[src/rtl/bilhete_entrada.sv]
// bilhete_entrada: ticket-entry sequencer feeding the lottery checker.
// Collects keypad digits into a buffer with backspace/confirm, replays the
// confirmed ticket as numero/insere pulses spaced by GAP idle cycles, closes
// it with a one-cycle fim_jogo, and locks out entry after MAX_TICKETS.
module bilhete_entrada #(
    parameter int DIGITS      = 5,
    parameter int GAP         = 1,
    parameter int MAX_TICKETS = 5
) (
    input  logic       clock,
    input  logic       reset,
    input  logic [3:0] tecla,
    input  logic       tecla_valida,
    input  logic       apaga,
    input  logic       confirma,
    output logic [3:0] numero,
    output logic       insere,
    output logic       fim_jogo,
    output logic       ocupado,
    output logic       erro,
    output logic [2:0] digitos,
    output logic [2:0] bilhetes
);

    typedef enum logic [2:0] {
        COLETA    = 3'd0,
        ENVIA     = 3'd1,
        ESPERA    = 3'd2,
        FIM       = 3'd3,
        BLOQUEADO = 3'd4
    } estado_t;

    localparam logic [2:0] DIG      = 3'(DIGITS);
    localparam logic [2:0] ULTIMO   = 3'(DIGITS - 1);
    localparam logic [2:0] MAXT     = 3'(MAX_TICKETS);
    localparam logic [2:0] GAP_FIM  = (GAP > 0) ? 3'(GAP - 1) : 3'd0;

    estado_t    estado;
    // Eight slots so any 3-bit index is in range; only 0..DIGITS-1 are written.
    logic [3:0] buffer [8];
    logic [2:0] idx;
    logic [2:0] gap_cnt;
    // Set once the final digit has gone out, so ESPERA knows to head to FIM.
    logic       enviado_ultimo;

    // Sequencer: keypad handling, replay to the checker and ticket accounting.
    always_ff @(posedge clock or posedge reset) begin
        if (reset) begin
            estado         <= COLETA;
            idx            <= 3'd0;
            gap_cnt        <= 3'd0;
            enviado_ultimo <= 1'b0;
            numero         <= 4'd0;
            insere         <= 1'b0;
            fim_jogo       <= 1'b0;
            ocupado        <= 1'b0;
            erro           <= 1'b0;
            digitos        <= 3'd0;
            bilhetes       <= 3'd0;
            for (int i = 0; i < 8; i++) begin
                buffer[i] <= 4'd0;
            end
        end else begin
            // Strobe outputs are single-cycle unless re-asserted below.
            insere   <= 1'b0;
            fim_jogo <= 1'b0;
            erro     <= 1'b0;

            case (estado)
                COLETA: begin
                    ocupado <= 1'b0;
                    // apaga wins over confirma, which wins over a digit;
                    // losers in the same cycle vanish without erro.
                    if (apaga) begin
                        if (digitos != 3'd0) begin
                            digitos <= digitos - 3'd1;
                        end
                    end else if (confirma) begin
                        if (digitos == DIG) begin
                            estado         <= ENVIA;
                            idx            <= 3'd0;
                            enviado_ultimo <= 1'b0;
                            ocupado        <= 1'b1;
                        end else begin
                            erro <= 1'b1;
                        end
                    end else if (tecla_valida) begin
                        if (tecla <= 4'd9 && digitos < DIG) begin
                            buffer[digitos] <= tecla;
                            digitos         <= digitos + 3'd1;
                        end else begin
                            erro <= 1'b1;
                        end
                    end
                end

                ENVIA: begin
                    numero  <= buffer[idx];
                    insere  <= 1'b1;
                    gap_cnt <= 3'd0;
                    if (idx < ULTIMO) begin
                        idx <= idx + 3'd1;
                    end else begin
                        enviado_ultimo <= 1'b1;
                    end
                    if (GAP > 0) begin
                        estado <= ESPERA;
                    end else if (idx == ULTIMO) begin
                        estado <= FIM;
                    end
                end

                ESPERA: begin
                    // numero deliberately left untouched so it holds.
                    if (gap_cnt == GAP_FIM) begin
                        gap_cnt <= 3'd0;
                        estado  <= enviado_ultimo ? FIM : ENVIA;
                    end else begin
                        gap_cnt <= gap_cnt + 3'd1;
                    end
                end

                FIM: begin
                    numero <= buffer[ULTIMO];
                    // Two phases: first issue fim_jogo, then release ocupado
                    // one edge later so entry never reopens under fim_jogo.
                    if (gap_cnt == 3'd0) begin
                        fim_jogo <= 1'b1;
                        bilhetes <= bilhetes + 3'd1;
                        digitos  <= 3'd0;
                        gap_cnt  <= 3'd1;
                    end else begin
                        gap_cnt <= 3'd0;
                        if (bilhetes == MAXT) begin
                            estado <= BLOQUEADO;
                        end else begin
                            estado  <= COLETA;
                            ocupado <= 1'b0;
                        end
                    end
                end

                BLOQUEADO: begin
                    ocupado <= 1'b1;
                    if (tecla_valida || apaga || confirma) begin
                        erro <= 1'b1;
                    end
                end

                default: begin
                    estado  <= COLETA;
                    ocupado <= 1'b0;
                end
            endcase
        end
    end

endmodule

[config.mk]
export PLATFORM = sky130hd
export DESIGN_NAME = bilhete_entrada
export DESIGN_NICKNAME = d
export VERILOG_FILES = /design/src/rtl/bilhete_entrada.sv
export SDC_FILE = /design/constraint.sdc
export NUM_CORES = 1
export LEC_CHECK = 0
export ABC_AREA = 1
export CAP_MARGIN = 20
export CORE_UTILIZATION = 57
export DETAILED_ROUTE_END_ITERATION = 7
export GPL_TIMING_DRIVEN = 0
export PLACE_DENSITY = 0.76
export SLEW_MARGIN = 20
export SYNTH_ARGS = -nofsm -noshare
export SYNTH_HDL_FRONTEND = slang
export SYNTH_SLANG_ARGS = --single-unit
[constraint.sdc]
create_clock -name clock -period 2.15 [get_ports clock]
set_input_delay 0.5375 -clock clock [delete_from_list [all_inputs] [get_ports clock]]
set_output_delay 0.5375 -clock clock [all_outputs]
set_load 0.01 [all_outputs]
==> impl_metrics.tcl, run 1 <==
set metrics [dict create \
    worst_pin_slew_ps 679 \
    total_leakage_power_nw 1.52 \
    maxSlewHeadroom 0.547 \
    post_cts_buffers 0 \
    htreeDepth 2 \
    min_path_type "flip-flop to flip-flop" \
    ys_top_cells_by_count "nand2_1, dfrtp_1, o21ai_0" \
    drive_gt1_frac 0.0789 \
    endpoint "digitos[2]" \
    ys_seq_area_frac 0.504 \
    rrSetupSlack_ps 580 \
    violations "design-rule violations" \
    outcome "finished with violations" \
    wire_per_inst_um 12.8 \
    path_cells "clkdlybuf4s50_1" \
    placed_cells 401 \
    synth_top_area_cell "dfrtp_1" \
    grt_overflow 0 \
    fillers 392 \
    die_w_um 71.8 \
    power_density_nw_per_um2 1240 \
    num_io_pins 23 \
    critical_path_depth 1 \
    cts_buffer_depth 2 \
    grt_pass1_vias 2078 \
    initialDrtViolationCount 196 \
    num_rows 25 \
    crit_path_start_kind "flip-flop" \
    root_buffer "clkbuf_8" \
    crit_path_end_kind "output pin" \
    netlist.area_leader.share 0.504 \
    ys.flop_type "dfrtp_1" \
    path_clk_slew_ps 110 \
    fin_crit_sh 0.871 \
    cpPeakStageDelay_ps 570 \
    yosys_warnings 0 \
    utilization 0.674 \
    cp_max_fo 7 \
    peakVddDrop_uv 734 \
    drc 2 \
    synth_cell_types 29 \
    synthTopCellsByArea "dfrtp_1, nand2_1, o21ai_0, nor2_1, inv_1" \
    cts_buffers 5 \
    synth_edf_count 0 \
    synth_seq_cells 56 \
    portBuffers 22 \
    post_drt_via_cell_ratio 5.26 \
    cp_top_family "buffers and inverters" \
    crit_start "digitos[2]" \
    antennaDiodeCount 0 \
    worst-setup-path-type "flip-flop to output pin" \
    fmax_ghz 0.534 \
    r2r-start "digitos[0]" \
    dieArea_sq_um 5160 \
    antenna_left 0 \
    vias 2151 \
    critPathSlowestCell "clkdlybuf4s50_1" \
    avgSynthCellArea_sq_um 8.55 \
    worstPathArrival_ps 1340 \
    rr_worst_depth 8 \
    fin_tns_setup_ps 0 \
    tritoncts "built" \
    yosysMostFrequentCell "nand2_1" \
    fin_skew_ps 9.83 \
    drv_slew 0 \
    syn_nets 340 \
    syn_inst 325 \
    grt.total_usage 0.233 \
    holdBufCountCts 0 \
    setup_viol 0 \
    final_nets 369 \
    clock-sinks 56 \
    synthesis.area_sq_um 2780 \
    layout.cells.non_filler 409 \
    gp_congestion 0.882 \
    critical_path.reg2reg.endpoint "digitos[2]" \
    coreArea_sq_um 4690 \
    dpl.hpwl_mm 3.83 \
    grt_max_degree 57 \
    die_height_um 71.8 \
    rsz0062_at_grt "false" \
    worst-path-buf-inv 1 \
    asyncSetResetFlopFracSynth 1.00 \
    start_util 0.592 \
    max-cap-violations 0 \
    worstPathRequired_ps 1610 \
    clkLatencyLatePin_ps 310 \
    syn_to_final_growth_pct 13.8 \
    hold_violations 0 \
    antenna_found_initial 0 \
    fin_crit_ps 1870 \
    grt_first_pass_wirelength_mm 9.36 \
    totalWireLength_mm 5.25 \
    drtPass1Iterations 6 \
]
==> stage by stage <==
step           setup slack, ps  hold slack, ps  area (sq um)  power (mW)
2_1_floorplan              241             424          2780        2.81
3_3_place_gp              -773             436          3070        3.29
3_5_place_dp              -193             443          3070        3.34
4_1_cts                    135             468          3160        3.93
5_1_grt                    229             481          3160        4.25
6_report                   277             464          3160        3.91
==> worst min-delay path by stage <==
stage	startpoint	end	depth (start not counted)
final	buffer[8]	buffer[8]	1
after global routing	buffer[5]	buffer[5]	1
after CTS	buffer[8]	buffer[8]	1
after detailed placement	buffer[8]	buffer[8]	1
after global placement	buffer[10]	buffer[10]	1
after floorplan	buffer[10]	buffer[10]	1
==> registers in the layout, indices dropped and copies added, names as in the netlist <==
| register | cells |
|---|---|
| ocupado | 1 |
| enviado_ultimo | 1 |
| bilhetes | 3 |
| digitos | 3 |
| estado | 3 |
| erro | 1 |
| fim_jogo | 1 |
| buffer | 32 |
| gap_cnt | 3 |
| insere | 1 |
| numero | 4 |
| idx | 3 |
==> cell type report <==
type / instances / area (sq um) / area share
buffer: 18 / 76.3 / 0.0241
clock buffer: 5 / 68.8 / 0.0218
clock inverter: 3 / 21.3 / 0.00673
inverter: 33 / 126 / 0.0400
multi-input combinational: 218 / 1180 / 0.372
sequential: 56 / 1400 / 0.443
tap: 54 / 67.6 / 0.0214
timing repair buffer: 22 / 223 / 0.0704
==> report_power, final <==
group | leakage [nW] | internal, mW | switching [mW]
clock network | 0.0445 | 0.232 | 0.357
registers | 0.751 | 1.37 | 0.235
logic | 0.723 | 0.696 | 1.02
==> placed cells by master, fill, tap and decap left out, types with 3 or more instances in the layout <==
master / instances
nand3_1: 15
clkbuf_1: 16
xnor2_1: 3
inv_1: 27
nor2_1: 29
clkbuf_8: 5
inv_2: 3
o22ai_1: 5
dfrtp_1: 56
a21oi_1: 8
nand3b_1: 4
nand4_1: 5
nand2_1: 73
clkdlybuf4s50_1: 21
ha_1: 5
nand3_4: 4
o21ai_0: 33
o21ai_1: 21
==> cell families after synthesis <==
family,Yosys count,synth area share
adder cells (fa/ha/maj),6,0.0297
AND/OR/NAND/NOR,140,0.256
AO/OA/AOI/OAI,68,0.126
flip-flops,56,0.504
XOR/XNOR,4,0.0126
buffers and inverters,51,0.0720
==> routing by layer <==
| metal | routed length (um) | vias to the layer above | track usage |
|---|---|---|---|
| li1 | - | 1112 | - |
| met1 | 2570 | 996 | 0.322 |
| met2 | 2420 | 34 | 0.379 |
| met3 | 189 | 9 | 0.0436 |
| met4 | 67 | 0 | 0.0654 |
| met5 | 0 | - | 0 |
==> repair_timing <==
action                     4_1_cts  5_1_grt
setup endpoints to repair        0        1
gates resized for setup          0        1
hold endpoints to repair         0        0
No activity file was read; power rests on OpenSTA's default activity.
==> run 2, diff against run 1 <==
==> constraint.sdc (replaced) <==
create_clock -name clock -period 2.15 [get_ports clock]
set_input_delay 0.43 -clock clock [delete_from_list [all_inputs] [get_ports clock]]
set_output_delay 0.43 -clock clock [all_outputs]
set_load 0.01 [all_outputs]
==> impl_metrics.tcl, run 2 (synthesis gave the netlist of run 1 again) <==
set metrics [dict create \
    p_int_mw 2.30 \
    most-common-layout-cells "nand2_1, dfrtp_1, o21ai_0" \
    fin_crit_sh 0.879 \
    final_common_cell "nand2_1" \
    num_io_pins 23 \
    utilization 0.673 \
    peakVddDrop_uv 729 \
    grt_max_degree 57 \
    max-cap-violations 0 \
    power_density_nw_per_um2 1240 \
    root_buffer "clkbuf_8" \
    rsz0062_at_grt "false" \
    dieArea_sq_um 5160 \
    dpl.hpwl_mm 3.83 \
    setup_viol 0 \
    die_w_um 71.8 \
    hold_violations 0 \
    p_seq_frac 0.411 \
    holdBufCountCts 0 \
    post_cts_buffers 0 \
    dp_slack_ps -85.4 \
    fin_crit_ps 1890 \
    crit_path_end_kind "flip-flop" \
    path_cells "clkdlybuf4s50_1, inv_1, fa_1, inv_1, nand2_1, a21oi_1, nor2_1, nand3_1, nand2_1" \
    drive_gt1_frac 0.0789 \
    violations "design-rule violations" \
    placed_area_sq_um 3070 \
    grt.total_usage 0.233 \
    wire_per_inst_um 12.8 \
    fmax_ghz 0.529 \
    reg_top3 "buffer: 32 flops, numero: 4 flops" \
    num_rows 25 \
    worst-setup-path-type "input pin to flip-flop" \
    total_leakage_power_nw 1.51 \
    die_height_um 71.8 \
    layout.cells.non_filler 409 \
    start_util 0.592 \
    cts_buffer_depth 2 \
    min_path_type "flip-flop to flip-flop" \
    cts_buffers 5 \
    placed_cells 401 \
    finalWorstSetupSlack_ps 261 \
    finalPower_mw 3.90 \
    antenna_left 0 \
    largest_register_ffs 32 \
    drc 2 \
    post_cts_resized 0 \
    worstPathRequired_ps 2360 \
    grt_overflow 0 \
    cp_top_family "buffers and inverters" \
    fin_skew_ps 9.30 \
    antennaDiodeCount 0 \
    design_area_sq_um 3160 \
    cp_max_fo 6 \
    switchingPower_mw 1.60 \
    post_drt_via_cell_ratio 5.27 \
    crit_path_start_kind "input pin" \
    critPathSlowestCell "clkdlybuf4s50_1" \
    maxSlewHeadroom 0.545 \
    syn_to_final_growth_pct 13.7 \
    holdWs_ps 464 \
    worstPathArrival_ps 2090 \
    tritoncts "built" \
    clkLatencyLatePin_ps 310 \
    totalWireLength_mm 5.22 \
    worst_pin_slew_ps 683 \
    htreeDepth 2 \
    coreArea_sq_um 4690 \
    initialDrtViolationCount 196 \
    worst-path-buf-inv 3 \
    portBuffers 22 \
    cpPeakStageDelay_ps 590 \
    pwr-share-comb 0.439 \
    path_clk_slew_ps 110 \
    fin_tns_setup_ps 0 \
    drtPass1Iterations 6 \
    pwr-share-clk 0.150 \
    gp_congestion 0.882 \
    final_nets 369 \
    drv_slew 0 \
    vias 2157 \
    outcome "finished with violations" \
    regMostFlops "buffer" \
    clock-sinks 56 \
    grt_pass1_vias 2078 \
    grt_first_pass_wirelength_mm 9.36 \
    switching_share 0.411 \
    antenna_found_initial 0 \
]
[run 2: cell count changes in the layout (fill, tap and decap cells not counted)]
cell,delta
clkdlybuf4s50_1,+1
dlymetal6s2s_1,-1
[run 2: final cells by class]
| type | count | area, sq um |
|---|---|---|
| well taps | 54 | 67.6 |
| clock buffers | 5 | 68.8 |
| repair buffers | 22 | 220 |
| multi-input cells | 218 | 1180 |
| plain buffers | 18 | 76.3 |
| inverters | 33 | 126 |
| clock inverters | 3 | 21.3 |
| flip-flops and latches | 56 | 1400 |
| fillers | 393 | 1530 |
[run 2: power groups by stage]
stage / Sequential (mW) / Clock [mW] / Combinational (mW)
after floorplan: 1.62 / 0 / 1.19
after global placement: 1.62 / 0 / 1.67
after detailed placement: 1.62 / 0 / 1.71
after CTS: 1.60 / 0.598 / 1.72
after global routing: 1.65 / 0.635 / 1.96
final: 1.60 / 0.586 / 1.71
[run 2: worst paths after layout]
check                             end  slack (ps)       start  depth (start not counted)
setup / recovery           digitos[2]         260       apaga                          9
max in group asynchronous      idx[2]        1110       reset                          2
setup reg to reg           digitos[2]         580  digitos[0]                          8
min in group asynchronous   buffer[6]         570       reset                          2
hold reg to reg             buffer[8]         460   buffer[8]                          1
hold / removal              buffer[8]         460   buffer[8]                          1
[run 2: per-layer routing]
metal / vias to the layer above / GRT usage / routed length (um)
li1: 1113 / - / -
met4: 0 / 0.0654 / 67
met1: 992 / 0.322 / 2530
met3: 9 / 0.0436 / 226
met2: 43 / 0.379 / 2400
met5: - / 0 / 0
==> run 3, diff against run 2 <==
--- a/config.mk
+++ b/config.mk
@@ -11,6 +11,7 @@
 export DETAILED_ROUTE_END_ITERATION = 7
 export GPL_TIMING_DRIVEN = 0
 export PLACE_DENSITY = 0.76
+export SKIP_CTS_REPAIR_TIMING = 1
 export SLEW_MARGIN = 20
 export SYNTH_ARGS = -nofsm -noshare
 export SYNTH_HDL_FRONTEND = slang
==> results of run 3 <==
Same layout as run 2: the final DEF is identical, and so are final timing and power.
